**config.mk**
```make
export PLATFORM = sky130hd
export DESIGN_NAME = prince_sbox_inv_cms_pipe
export DESIGN_NICKNAME = d
export VERILOG_FILES = /design/src/rtl/prince_mask_pkg.sv /design/src/rtl/s_inv_bit_comp.sv /design/src/rtl/prince_sbox_inv_cms_pipe.sv
export SDC_FILE = /design/constraint.sdc
export NUM_CORES = 1
export LEC_CHECK = 0
export ABC_AREA = 1
export CAP_MARGIN = 20
export CORE_ASPECT_RATIO = 1.25
export CORE_UTILIZATION = 46
export DETAILED_ROUTE_END_ITERATION = 7
export GPL_ROUTABILITY_DRIVEN = 0
export PLACE_DENSITY = 0.81
export SYNTH_ARGS = -nofsm -noshare
export SYNTH_HDL_FRONTEND = slang
export SYNTH_SLANG_ARGS = --single-unit
```
**constraint.sdc**
```tcl
create_clock -name clk -period 1.8 [get_ports clk]
set_clock_uncertainty 0.2 [all_clocks]
set_input_delay 0.36 -clock clk [delete_from_list [all_inputs] [get_ports clk]]
set_output_delay 0.36 -clock clk [all_outputs]
set_load 0.01 [all_outputs]
```
**src/rtl/prince_mask_pkg.sv**
```systemverilog
// Shared types, PRINCE S-box tables and ANF helper for the masked PRINCE datapath.
package prince_mask_pkg;

   localparam int unsigned NSH    = 2;
   localparam int unsigned NCOMP  = 16;
   localparam int unsigned RAND_W = 64;

   typedef logic [3:0]     nib_t;
   typedef nib_t [NSH-1:0] shares_t;

   localparam nib_t PRINCE_SBOX [16] = '{
      4'hB, 4'hF, 4'h3, 4'h2, 4'hA, 4'hC, 4'h9, 4'h1,
      4'h6, 4'h7, 4'h8, 4'h0, 4'hE, 4'h5, 4'hD, 4'h4
   };

   localparam nib_t PRINCE_SBOX_INV [16] = '{
      4'hB, 4'h7, 4'h3, 4'h2, 4'hF, 4'hD, 4'h8, 4'h9,
      4'hA, 4'h6, 4'h4, 4'h0, 4'h5, 4'hE, 4'hC, 4'h1
   };

   // Moebius transform: bit m of the result is the ANF coefficient of monomial m for output bit b.
   function automatic logic [15:0] inv_anf(input int unsigned b);
      logic [15:0] f;
      f = '0;
      for (int unsigned i = 0; i < 16; i++)
         f[i[3:0]] = PRINCE_SBOX_INV[i[3:0]][b[1:0]];
      for (int unsigned j = 0; j < 4; j++)
         for (int unsigned i = 0; i < 16; i++)
            if (i[j[1:0]])
               f[i[3:0]] = f[i[3:0]] ^ f[i[3:0] ^ (4'b1 << j[1:0])];
      return f;
   endfunction

endpackage

```
**src/rtl/s_inv_bit_comp.sv**
```systemverilog
// One CMS component of S^-1 output bit BIT, for share-index tuple T (bit v of T = share used for variable v).
module s_inv_bit_comp
   import prince_mask_pkg::*;
#(
   parameter int unsigned BIT = 0,
   parameter int unsigned T   = 0
) (
   input  logic [3:0] sh_i,
   output logic       comp_o
);

   localparam logic [15:0] ANF = inv_anf(BIT);
   localparam logic [3:0]  TUP = T[3:0];

   // A cross term of monomial m lands here only if T picks share 0 for every variable outside m.
   always_comb begin
      comp_o = 1'b0;
      for (int unsigned m = 0; m < 16; m++) begin
         if (ANF[m[3:0]] && ((TUP & ~m[3:0]) == 4'b0000))
            comp_o = comp_o ^ (&(sh_i | ~m[3:0]));
      end
   end

endmodule

```
**src/rtl/prince_sbox_inv_cms_pipe.sv**
```systemverilog
// Two-stage, 2-share CMS masked PRINCE inverse S-box with valid/ready on both sides.
module prince_sbox_inv_cms_pipe
   import prince_mask_pkg::*;
#(
   parameter int unsigned NSH    = 2,
   parameter int unsigned NCOMP  = 16,
   parameter int unsigned RAND_W = 64
) (
   input  logic              clk,
   input  logic              rst_n,
   input  logic              in_valid,
   output logic              in_ready,
   input  logic [3:0]        in_sh0,
   input  logic [3:0]        in_sh1,
   input  logic [RAND_W-1:0] in_rand,
   output logic              out_valid,
   input  logic              out_ready,
   output logic [3:0]        out_sh0,
   output logic [3:0]        out_sh1
);

   if (NSH != 2) begin : g_nsh_chk
      $error("prince_sbox_inv_cms_pipe: NSH must be 2");
   end
   if (NCOMP != prince_mask_pkg::NCOMP || RAND_W != 4 * NCOMP) begin : g_width_chk
      $error("prince_sbox_inv_cms_pipe: NCOMP must be 16 and RAND_W must be 64");
   end
   for (genvar i = 0; i < 16; i++) begin : g_tbl_chk
      if (PRINCE_SBOX_INV[PRINCE_SBOX[i]] != 4'(i)) begin : g_bad
         $error("prince_sbox_inv_cms_pipe: inverse S-box table mismatch");
      end
   end

   shares_t               in_sh;
   logic [3:0][NCOMP-1:0] comp, c_ref, c_d, c_q;
   logic                  s1_valid_d, s1_valid_q, out_valid_d, out_valid_q;
   nib_t                  sh0_d, sh0_q, sh1_d, sh1_q;
   logic                  s2_adv, accept;

   assign in_sh[0] = in_sh0;
   assign in_sh[1] = in_sh1;

   for (genvar b = 0; b < 4; b++) begin : g_bit
      for (genvar t = 0; t < NCOMP; t++) begin : g_comp
         logic [3:0] sel;
         for (genvar v = 0; v < 4; v++) begin : g_var
            localparam int unsigned S = (t >> v) & 1;
            assign sel[v] = in_sh[S[0]][v];
         end
         s_inv_bit_comp #(.BIT(b), .T(t)) u_comp (
            .sh_i   (sel),
            .comp_o (comp[b][t])
         );
         // Ring refresh: each mask bit enters two neighbouring components, so it cancels in the total.
         assign c_ref[b][t] = comp[b][t] ^ in_rand[NCOMP*b + t] ^ in_rand[NCOMP*b + (t + 1) % NCOMP];
      end
   end

   assign s2_adv   = !out_valid_q || out_ready;
   assign in_ready = !s1_valid_q || s2_adv;
   assign accept   = in_valid && in_ready;

   always_comb begin
      s1_valid_d  = s1_valid_q;
      c_d         = c_q;
      out_valid_d = out_valid_q;
      sh0_d       = sh0_q;
      sh1_d       = sh1_q;
      if (accept) begin
         s1_valid_d = 1'b1;
         c_d        = c_ref;
      end else if (s2_adv) begin
         s1_valid_d = 1'b0;
      end
      if (s2_adv) begin
         out_valid_d = s1_valid_q;
         if (s1_valid_q) begin
            for (int unsigned b = 0; b < 4; b++) begin
               sh0_d[b[1:0]] = ^c_q[b[1:0]][NCOMP/2-1:0];
               sh1_d[b[1:0]] = ^c_q[b[1:0]][NCOMP-1:NCOMP/2];
            end
         end
      end
   end

   always_ff @(posedge clk or negedge rst_n) begin
      if (!rst_n) begin
         s1_valid_q  <= 1'b0;
         c_q         <= '0;
         out_valid_q <= 1'b0;
         sh0_q       <= '0;
         sh1_q       <= '0;
      end else begin
         s1_valid_q  <= s1_valid_d;
         c_q         <= c_d;
         out_valid_q <= out_valid_d;
         sh0_q       <= sh0_d;
         sh1_q       <= sh1_d;
      end
   end

   assign out_valid = out_valid_q;
   assign out_sh0   = sh0_q;
   assign out_sh1   = sh1_q;

endmodule

```
==> run summary, run 1 <==
post-DR vias/cell = 4.850
Initial DRC Count = 359
relative slew slack = 75.89%
Setup crit end kind = output port
placed inst area = 6952 sq um
Worst-Skew Late Latency = 340 ps
number of global-route vias before repair = 5,471
HPWL Detailed = 11,450 um
DP Cell Count = 1,163
CP Data Arrival Time = 1210 ps
Cells after Synth = 888
Worst Max-Slew Pin Slew = 361.7 ps
CP Launch Type = register
Logic pwr share = 38.7%
period utilization = 98.49%
maximum vdd ir drop = 0.0003806 V
antenna-violating nets left = 0
Mapped Area = 5603 sq um
Crit path required time = 1240 ps
initial antenna violation count = 0
syn_area_per_cell = 6.310 sq um
fmax = 564.1 MHz
final instance area = 7238 sq um
share of the synthesized area in the top cell type = 33.05%
# rows = 44
Final WS setup = 27.19 ps
clock power share = 25.3%
DRT Wirelength = 14,820 um
DRC Markers = 0
first-pass GRT wire length = 24,810 um
CP peak stage delay = 530 ps
WHS = 225.6 ps
clk buf depth = 2
IO Port Bufs = 85
Max FO, Critical Path = 2
Setup CP Type = register to output port
RSZ-0062 raised after global routing = no
Die Outline Area = 12,630 sq um
H-tree level count = 3
Pleak = 3.944 nW
ANT cells = 0
cell taking the most area after synthesis = dfrtp_1
crit path buf inv count = 1
fin crit period = 1773 ps
worst min-delay path class = input port to async pin
Worst Setup SP = out_sh1[1]
layout cell share with drive strength beyond 1 = 6.988%
setup bufs post-CTS = 0
Layout Area Growth over Synthesis = 29.19%
Initial Utilization = 47.78%
root buf cell = clkbuf_16
largest net degree at the start of global routing = 61
GRT Overall Usage = 25.27%
routed vias = 5,709
Int Power = 0.004123 W
Top Ports = 86
DRT Pass-1 Iters = 5
# nets final = 1,090
pwr dens = 904.6 nW/um^2
Place WS = -229.8 ps
switch share = 37.03%
Core ar. = 11,730 sq um
Die Ht = 125.4 um
CTS tree = yes
Yosys cell types = 23
Non-Filler Instances = 1,177
width of the die = 100.7 um
post-synth net total = 964
wire per inst = 12.59 um
grt ovf = 0
fin. max-slew vios = 0
Critical R2R Launch = out_valid
final-report hold violation count = 0
P_sw = 0.002424 W
TritonCTS buffer count = 9
Seq pwr share = 36.0%
Setup violations, final = 0
Area contributors post-synth = dfrtp_1, nand2_1, xnor2_1, inv_1, xor2_1
Overall Power = 0.006548 W
Max stage delay cell, worst path = clkdlybuf4s50_1
total of max-cap violations = 0
delay-heaviest family, CP = buffers and inverters
Yosys warning count = 0
register area share after synthesis = 33.05%
Clock transition at path regs = 50 ps
worst-path cell chain = clkdlybuf4s50_1
Yosys reg bits = 74
status = finished, final reports clean
clock sink count = 74
cell type report:
cell class / instances / area (sq um)
fill: 1061 / 4488
multi-input combinational: 700 / 3276
sequential: 74 / 1852
timing repair buffer: 136 / 1300
inverter: 93 / 349.1
clock buffer: 13 / 260.3
tap: 161 / 201.4
repair_timing:
action	4_1_cts	5_1_grt
gates cloned	0	0
pin swaps	0	0
hold endpoints to repair	14	0
resized for setup	2	8
hold buffers	1	0
endpoints found under the setup margin	2	8
stage by stage:
stage	TNS, ps	utilization [%]
3_5_place_dp	-8326	59.28
3_3_place_gp	-6940	59.28
6_report	0	61.73
2_1_floorplan	0	-
5_1_grt	0	61.73
4_1_cts	0	61.57
power groups by stage:
stage / combinational, W / sequential, W / clock, W
finish: 0.00253 / 0.00236 / 0.00165
global route: 0.00290 / 0.00243 / 0.00174
CTS: 0.00256 / 0.00236 / 0.00167
detailed placement: 0.00254 / 0.00238 / 0
global placement: 0.00246 / 0.00237 / 0
floorplan: 0.00161 / 0.00236 / 0
kinds of logic after synthesis:
group                  after synthesis  share of synthesized area (%)
buffers and inverters              114                          8.486
AO/OA/AOI/OAI                       61                          5.494
XOR/XNOR                            90                          14.07
flip-flops                          74                          33.05
AND/OR/NAND/NOR                    549                          38.90
synthesized netlist by cell type (all sizes together):
library cell,count
dfrtp,74
xnor2,52
nand2b,2
nand2,458
nor2,19
xor2,38
buf,17
inv,93
or2,7
a21oi,2
nand3b,3
o21ai,58
o21bai,1
nand3,60
clkbuf,4
flip-flops by register name, summed over array words and instances, names as in the netlist:
| register | count |
|---|---|
| out_sh0 | 4 |
| c_q | 64 |
| out_sh1 | 4 |
| out_valid | 1 |
| s1_valid_q | 1 |
layout by cell type (no fill, tap or decap), types with 18 or more instances in the layout:
cell | synthesis | layout
o21ai_0 | 56 | 56
buf_4 | 8 | 47
nor2_1 | 18 | 18
inv_1 | 90 | 90
dfrtp_1 | 74 | 74
nand2_1 | 457 | 457
xnor2_1 | 52 | 52
xor2_1 | 38 | 38
clkdlybuf4s50_1 | 0 | 75
nand3_1 | 59 | 59
layer usage:
metal	track usage [%]	routed length, um
met5	0	0
met4	13.30	573
met3	4.025	553
met2	42.79	7425
met1	30.56	6264
path summary, 6_finish.rpt:
check                           slack [ps]    endpoint  depth (start not counted)
worst max-delay path                    30  out_sh1[1]                          1
worst min-delay path                   230  out_sh0[2]                          2
worst max register to register         280     c_q[33]                          7
worst min register to register         280  out_sh0[0]                          2
max in group asynchronous              570     c_q[29]                          3
min in group clk                       280  out_sh0[0]                          2
Note: power is estimated with default switching activity, not from simulation.
==> run 2: changes to the inputs <==
--- a/config.mk
+++ b/config.mk
@@ -7,7 +7,7 @@
 export LEC_CHECK = 0
 export ABC_AREA = 1
 export CAP_MARGIN = 20
-export CORE_ASPECT_RATIO = 1.25
+export CORE_ASPECT_RATIO = 0.7
 export CORE_UTILIZATION = 46
 export DETAILED_ROUTE_END_ITERATION = 7
 export GPL_ROUTABILITY_DRIVEN = 0
==> run 2 against run 1 <==
  * Total power rose by 1.6%
  * Sequential cell count did not move
  * Global-route usage fell by 0.46 points
  * Design area fell by 0.19%
  * Count of clock-buffer cells in the layout did not move
  * Die area barely moved
  * Fmax rose by 0.54%
  * First-iteration DRC count did not move
  * Worst setup slack improved by 9.5 ps
  * Cell count fell by 0.42%
  * Non-clock buffer count fell by 4
  * Clock power rose by 8%
  * Critical path type unchanged
  * Largest power group unchanged
==> run summary, run 2 (synthesis results as in run 1) <==
worst hold start = out_sh1[2]
wire per inst = 12.47 um (was 12.59 um)
# rows = 33 (was 44)
Critical R2R Launch = out_valid (unchanged)
ANT cells = 0 (unchanged)
R2R cell count = 7 (unchanged)
HPWL Detailed = 11,600 um (was 11,450 um)
commonest cells after routing, fill and taps aside = nand2_1, inv_1, dfrtp_1, clkdlybuf4s50_1, nand3_1 (was nand2_1, inv_1, clkdlybuf4s50_1)
Die Outline Area = 12,630 sq um (about the same)
RSZ-0062 raised after global routing = no (unchanged)
Top Ports = 86 (unchanged)
GRT Overall Usage = 24.81% (was 25.27%)
maximum vdd ir drop = 0.0004757 V (was 0.0003806 V)
setup bufs post-CTS = 0 (unchanged)
hold path endpoint = out_sh1[2]
Largest register FFs = 64 (unchanged)
TritonCTS buffer count = 9 (unchanged)
Setup CP Type = register to output port (unchanged)
Overall Power = 0.006651 W (was 0.006548 W)
delay-heaviest family, CP = buffers and inverters (unchanged)
busiest layer in global routing = met2 (unchanged)
grt met3 use = 6.602% (was 4.025%)
WHS = 275.7 ps (was 225.6 ps)
Worst Max-Slew Pin Slew = 420.9 ps (was 361.7 ps)
fin. max-slew vios = 0 (unchanged)
final instance area = 7224 sq um (was 7238 sq um)
register bank with the most flops = c_q (unchanged)
setup TNS = 0 ps (unchanged)
met1 Resource Use GR = 33.05% (was 30.56%)
worst min-delay path class = register to register (was input port to async pin)
root buf cell = clkbuf_16 (unchanged)
largest net degree at the start of global routing = 42 (was 61)
Non-Filler Instances = 1,172 (was 1,177)
H-tree level count = 3 (unchanged)
Worst-Skew Late Latency = 340 ps (about the same)
grt ovf = 0 (unchanged)
CP Data Arrival Time = 1200 ps (was 1210 ps)
fmax = 567.1 MHz (was 564.1 MHz)
IO Port Bufs = 85 (unchanged)
routed vias = 5,715 (was 5,709)
Core ar. = 11,770 sq um (was 11,730 sq um)
total of max-cap violations = 0 (unchanged)
DRT Wirelength = 14,610 um (was 14,820 um)
Clock transition at path regs = 50 ps (about the same)
Crit path required time = 1240 ps (about the same)
width of the die = 133.9 um (was 100.7 um)
most common cell after layout, fill and taps aside = nand2_1 (unchanged)
antenna-violating nets left = 0 (unchanged)
layout cell share with drive strength beyond 1 = 6.995% (was 6.988%)
status = finished, final reports clean (unchanged)
filler instances = 1,059 (was 1,061)
met2 GRT Util = 39.51% (was 42.79%)
CTS tree = yes (unchanged)
clk buf depth = 2 (unchanged)
fin crit period = 1763 ps (was 1773 ps)
hold depth = 2
DP Cell Count = 1,155 (was 1,163)
Max stage delay cell, worst path = clkdlybuf4s50_1 (unchanged)
worst-path cell chain = clkdlybuf4s50_1 (unchanged)
period utilization = 97.96% (was 98.49%)
initial antenna violation count = 0 (unchanged)
number of global-route vias before repair = 5,286 (was 5,471)
CP peak stage delay = 530 ps (about the same)
reg-to-reg endpoint = c_q[1] (was c_q[33])
Setup crit end kind = output port (unchanged)
pwr dens = 920.6 nW/um^2 (was 904.6 nW/um^2)
first-pass GRT wire length = 24,460 um (was 24,810 um)
DRC Markers = 0 (unchanged)
Initial Utilization = 47.61% (was 47.78%)
Initial DRC Count = 359 (unchanged)
Worst R2R Setup Slack = 270 ps (was 280 ps)
Max FO, Critical Path = 2 (unchanged)
final-report hold violation count = 0 (unchanged)
# nets final = 1,086 (was 1,090)
Layout Area Growth over Synthesis = 28.94% (was 29.19%)
CP Launch Type = register (unchanged)
placed inst area = 6917 sq um (was 6952 sq um)
relative slew slack = 71.94% (was 75.89%)
DRT Pass-1 Iters = 5 (unchanged)
crit path buf inv count = 1 (unchanged)
Die Ht = 94.34 um (was 125.4 um)
clock sink count = 74 (unchanged)
post-DR vias/cell = 4.876 (was 4.850)
Setup violations, final = 0 (unchanged)
Pleak = 3.923 nW (was 3.944 nW)
## run 2: how the worst max path moves through the flow
stage	start	end	slack (ps)	depth (start not counted)
after floorplan	out_valid	c_q[13]	400	6
after global placement	in_sh1[3]	c_q[13]	-210	5
after detailed placement	in_sh1[3]	c_q[61]	-250	5
after CTS	out_sh1[0]	out_sh1[0]	9	1
after global routing	in_sh0[2]	c_q[24]	0.6	7
final	out_sh1[2]	out_sh1[2]	40	1
## run 2: layout make-up
type                            count  area (sq um)  share of cell area (%)
Multi-Input combinational cell    700          3276                   45.34
Inverter                           93         349.1                   4.832
Sequential cell                    74          1852                   25.63
Tap cell                          157         196.4                   2.719
Clock inverter                      3         21.27                  0.2944
Timing Repair Buffer              132          1260                   17.44
Clock buffer                       13         270.3                   3.741
## run 2: power breakdown
part	total (W)	switching, W	internal (W)
registers	0.00236	0.000326	0.00204
clock network	0.00178	0.000726	0.00105
logic	0.00251	0.00143	0.00108
total	0.00665	0.00249	0.00416
## run 2: worst reg2reg max path, cell delays in order (launching register included)
cell	delay, ps
dfrtp_1	370
nand3_2	90
buf_4	140
nand2_2	150
inv_2	80
buf_12	170
nand3_1	100
o21ai_0	110
## run 2: per-stage QoR
step	util (%)	setup slack, ps
after global placement	58.78	-214.8
final	61.39	36.71
after CTS	61.29	9.140
after floorplan	-	395.4
after global routing	61.39	0.6470
after detailed placement	58.78	-247.2
## run 2: routing by layer
layer	wire, um	share of wire [%]	vias to the layer above
met4	277	1.9	0
met3	1142	7.8	21
met2	6366	44	179
met1	6828	47	2565
li1	-	-	2950
met5	0	0	-
## run 2: timing repair
action / in CTS / in global routing
hold buffers: 1 / 0
hold endpoints to repair: 26 / 0
pin swaps: 0 / 0
endpoints found under the setup margin: 5 / 5
resized for setup: 5 / 5
==> run 3: changes to the inputs <==
--- a/config.mk
+++ b/config.mk
@@ -5,13 +5,12 @@
 export SDC_FILE = /design/constraint.sdc
 export NUM_CORES = 1
 export LEC_CHECK = 0
-export ABC_AREA = 1
 export CAP_MARGIN = 20
 export CORE_ASPECT_RATIO = 0.7
 export CORE_UTILIZATION = 46
 export DETAILED_ROUTE_END_ITERATION = 7
 export GPL_ROUTABILITY_DRIVEN = 0
-export PLACE_DENSITY = 0.81
+export PLACE_DENSITY = 0.86
 export SYNTH_ARGS = -nofsm -noshare
 export SYNTH_HDL_FRONTEND = slang
 export SYNTH_SLANG_ARGS = --single-unit
==> constraint.sdc (replaced) <==
create_clock -name clk -period 1.6 [get_ports clk]
set_clock_uncertainty 0.2 [all_clocks]
set_input_delay 0.32 -clock clk [delete_from_list [all_inputs] [get_ports clk]]
set_output_delay 0.32 -clock clk [all_outputs]
set_load 0.01 [all_outputs]
==> run 3 against run 2 <==
  * Design area down 12%
  * Cell count down 36%
  * Core utilization up 4.3 points
  * Total power up 9.9%
  * Synthesized cell count down 44%
  * Die area down 18%
  * Critical endpoint is now c_q[35]
  * Largest power group is now sequential cells
==> run summary, run 3 <==
CP Data Arrival Time = 1580 ps (was 1200 ps)
Die Ht = 85.38 um (was 94.34 um)
Finished Core Util = 65.74% (was 61.39%)
setup bufs post-CTS = 0 (unchanged)
IO Port Bufs = 85 (unchanged)
R2R cell count = 5 (was 7)
fin crit period = 1567 ps
Logic pwr share = 34.7% (was 37.8%)
syn_area_per_cell = 9.229 sq um (was 6.310 sq um)
fmax = 638.0 MHz
number of global-route vias before repair = 4,031 (was 5,286)
H-tree level count = 3 (unchanged)
placed inst area = 5842 sq um (was 6917 sq um)
antenna-violating nets left = 0 (unchanged)
switch share = 31.49% (was 37.39%)
CTS tree = yes (unchanged)
busiest layer in global routing = met2 (unchanged)
share of the synthesized area in the top cell type = 40.54% (was 33.05%)
total of max-cap violations = 0 (unchanged)
cell taking the most area after synthesis = dfrtp_1 (unchanged)
final instance area = 6366 sq um (was 7224 sq um)
Clock transition at path regs = 60 ps (was 50 ps)
register bank with the most flops = c_q (unchanged)
period utilization = 97.96%
largest net degree at the start of global routing = 48 (was 42)
# rows = 30 (was 33)
fin. max-slew vios = 0 (unchanged)
DRT Wirelength = 12,560 um (was 14,610 um)
grt ovf = 0 (unchanged)
Yosys cell types = 30 (was 23)
Die Outline Area = 10,340 sq um (was 12,630 sq um)
Initial DRC Count = 384 (was 359)
post-DR vias/cell = 5.170 (was 4.876)
GRT Overall Usage = 24.93% (was 24.81%)
Core ar. = 9684 sq um (was 11,770 sq um)
Largest register FFs = 64 (unchanged)
grt met3 use = 5.578% (was 6.602%)
met1 Resource Use GR = 31.93% (was 33.05%)
post-synth net total = 571 (was 964)
root buf cell = clkbuf_16 (unchanged)
commonest cells after routing, fill and taps aside = xnor2_1, nand2_1, dfrtp_1 (was nand2_1, inv_1, dfrtp_1, clkdlybuf4s50_1, nand3_1)
Layout Area Growth over Synthesis = 39.36% (was 28.94%)
# nets final = 692 (was 1,086)
Top Ports = 86 (unchanged)
Max FO, Critical Path = 24 (was 2)
final-report hold violation count = 0 (unchanged)
count leader, synth = xnor2_1 (was nand2_1)
DP Cell Count = 727 (was 1,155)
width of the die = 121.1 um (was 133.9 um)
setup TNS = 0 ps (unchanged)
Pleak = 2.596 nW (was 3.923 nW)
DRT Pass-1 Iters = 6 (was 5)
Crit path required time = 1610 ps (was 1240 ps)
wire per inst = 16.77 um (was 12.47 um)
met2 GRT Util = 41.61% (was 39.51%)
Synth async-reset ratio = 100.0% (unchanged)
status = finished, final reports clean (unchanged)
TritonCTS buffer count = 9 (unchanged)
routed vias = 3,872 (was 5,715)
first-pass GRT wire length = 19,690 um (was 24,460 um)
clock sink count = 74 (unchanged)
Worst Max-Slew Pin Slew = 428.7 ps (was 420.9 ps)
Place WS = -465.2 ps (was -247.2 ps)
Int Power = 0.005006 W (was 0.004164 W)
Final WS setup = 32.63 ps (was 36.71 ps)
maximum vdd ir drop = 0.0005694 V (was 0.0004757 V)
Setup violations, final = 0 (unchanged)
Top FF cell, synth = dfrtp_1 (unchanged)
Mapped Area = 4568 sq um (was 5603 sq um)
HPWL Detailed = 8565 um (was 11,600 um)
Initial Utilization = 47.17% (was 47.61%)
ANT cells = 0 (unchanged)
most common cell after layout, fill and taps aside = xnor2_1 (was nand2_1)
P_sw = 0.002301 W (was 0.002486 W)
hold depth = 3 (was 2)
layout cell share with drive strength beyond 1 = 13.85% (was 6.995%)
Post-synth top cells = xnor2_1, nand2_1, dfrtp_1 (was nand2_1, inv_1, dfrtp_1)
Setup crit end kind = register (was output port)
Yosys reg bits = 74 (unchanged)
pwr dens = 1148 nW/um^2 (was 920.6 nW/um^2)
Area contributors post-synth = dfrtp_1, xnor2_1, o21ai_0, nand2_1, xor2_1 (was dfrtp_1, nand2_1, xnor2_1, inv_1, xor2_1)
Setup CP Type = register to register (was register to output port)
Cells after Synth = 495 (was 888)
relative slew slack = 71.42% (was 71.94%)
clk buf depth = 2 (unchanged)
CP Launch Type = register (unchanged)
Yosys warning count = 0 (unchanged)
register area share after synthesis = 40.54% (was 33.05%)
clock power share = 30.3% (was 26.7%)
Non-Filler Instances = 749 (was 1,172)
Worst-Skew Late Latency = 330 ps (was 340 ps)
worst min-delay path class = input port to register (was register to register)
Seq pwr share = 35.0% (was 35.5%)
number of synthesized flops with an enable pin = 0 (unchanged)
initial antenna violation count = 0 (unchanged)
DRC Markers = 0 (unchanged)
## run 3: changes by cell type after synthesis, sizes merged, moves of 16 or more
cell | before | now
inv | 93 | 0
nand2 | 458 | 82
nand3 | 60 | 17
o21ai | 58 | 74
xnor2 | 52 | 156
xor2 | 38 | 17
## run 3: critical path, stage by stage, from the launching register on
cell and delay (ps):
dfrtp_1 390, nand3b_1 130, buf_6 140, nand2_8 110
buf_12 190, o21ai_0 290
## run 3: what timing repair did
action | CTS | global route
pin swaps | 1 | 1
gates resized for setup | 34 | 17
hold endpoints to repair | 14 | 0
gates cloned | 2 | 3
setup endpoints to repair | 28 | 63
hold buffers | 1 | 0
## run 3: path summary, 6_finish.rpt
kind / slack, ps / endpoint / startpoint
hold reg to reg: 280 / out_sh1[0] / out_sh1[0]
hold / removal: 100 / out_valid / out_ready
setup / recovery: 30 / c_q[35] / out_valid
min in group asynchronous: 260 / c_q[15] / rst_n
max in group asynchronous: 420 / c_q[59] / rst_n
setup reg to reg: 30 / c_q[35] / out_valid
## run 3: layout make-up
cell class / count / area, sq um
fillers: 744 / 3318
multi-input cells: 396 / 2689
flip-flops and latches: 74 / 1852
repair buffers: 135 / 1339
clock buffers: 9 / 225.2
well taps: 128 / 160.2
clock inverters: 7 / 101.3
## run 3: cells by family after synthesis
| logic type | after synthesis | synth area share (%) |
|---|---|---|
| xor+xnor | 173 | 33.17 |
| simple gates | 133 | 12.63 |
| compound gates | 90 | 10.55 |
| flops | 74 | 40.54 |
| buf+inv | 25 | 3.122 |
## run 3: metal layers
layer  vias to the layer above  routed length [um]  share of wire [%]
met5                         -                   0                  0
met4                         0                 216                1.7
met3                        23                 815                6.5
met2                       159                6168                 49
met1                      1844                5364                 43
li1                       1846                   -                  -
## run 3: power by group through the flow
stage	sequential, W	clock (W)	combinational (W)
3_5_place_dp	0.00259	0	0.00248
6_report	0.00256	0.00221	0.00253
2_1_floorplan	0.00258	0	0.00157
3_3_place_gp	0.00256	0	0.00240
4_1_cts	0.00256	0.00221	0.00247
5_1_grt	0.00261	0.00229	0.00277
## run 3: through the flow
step                      hold slack, ps  power [W]
final                              101.2   0.007307
after global routing               160.8   0.007673
after CTS                          270.4   0.007232
after detailed placement           76.60   0.005067
after global placement             73.95   0.004958
after floorplan                   -175.6   0.004146
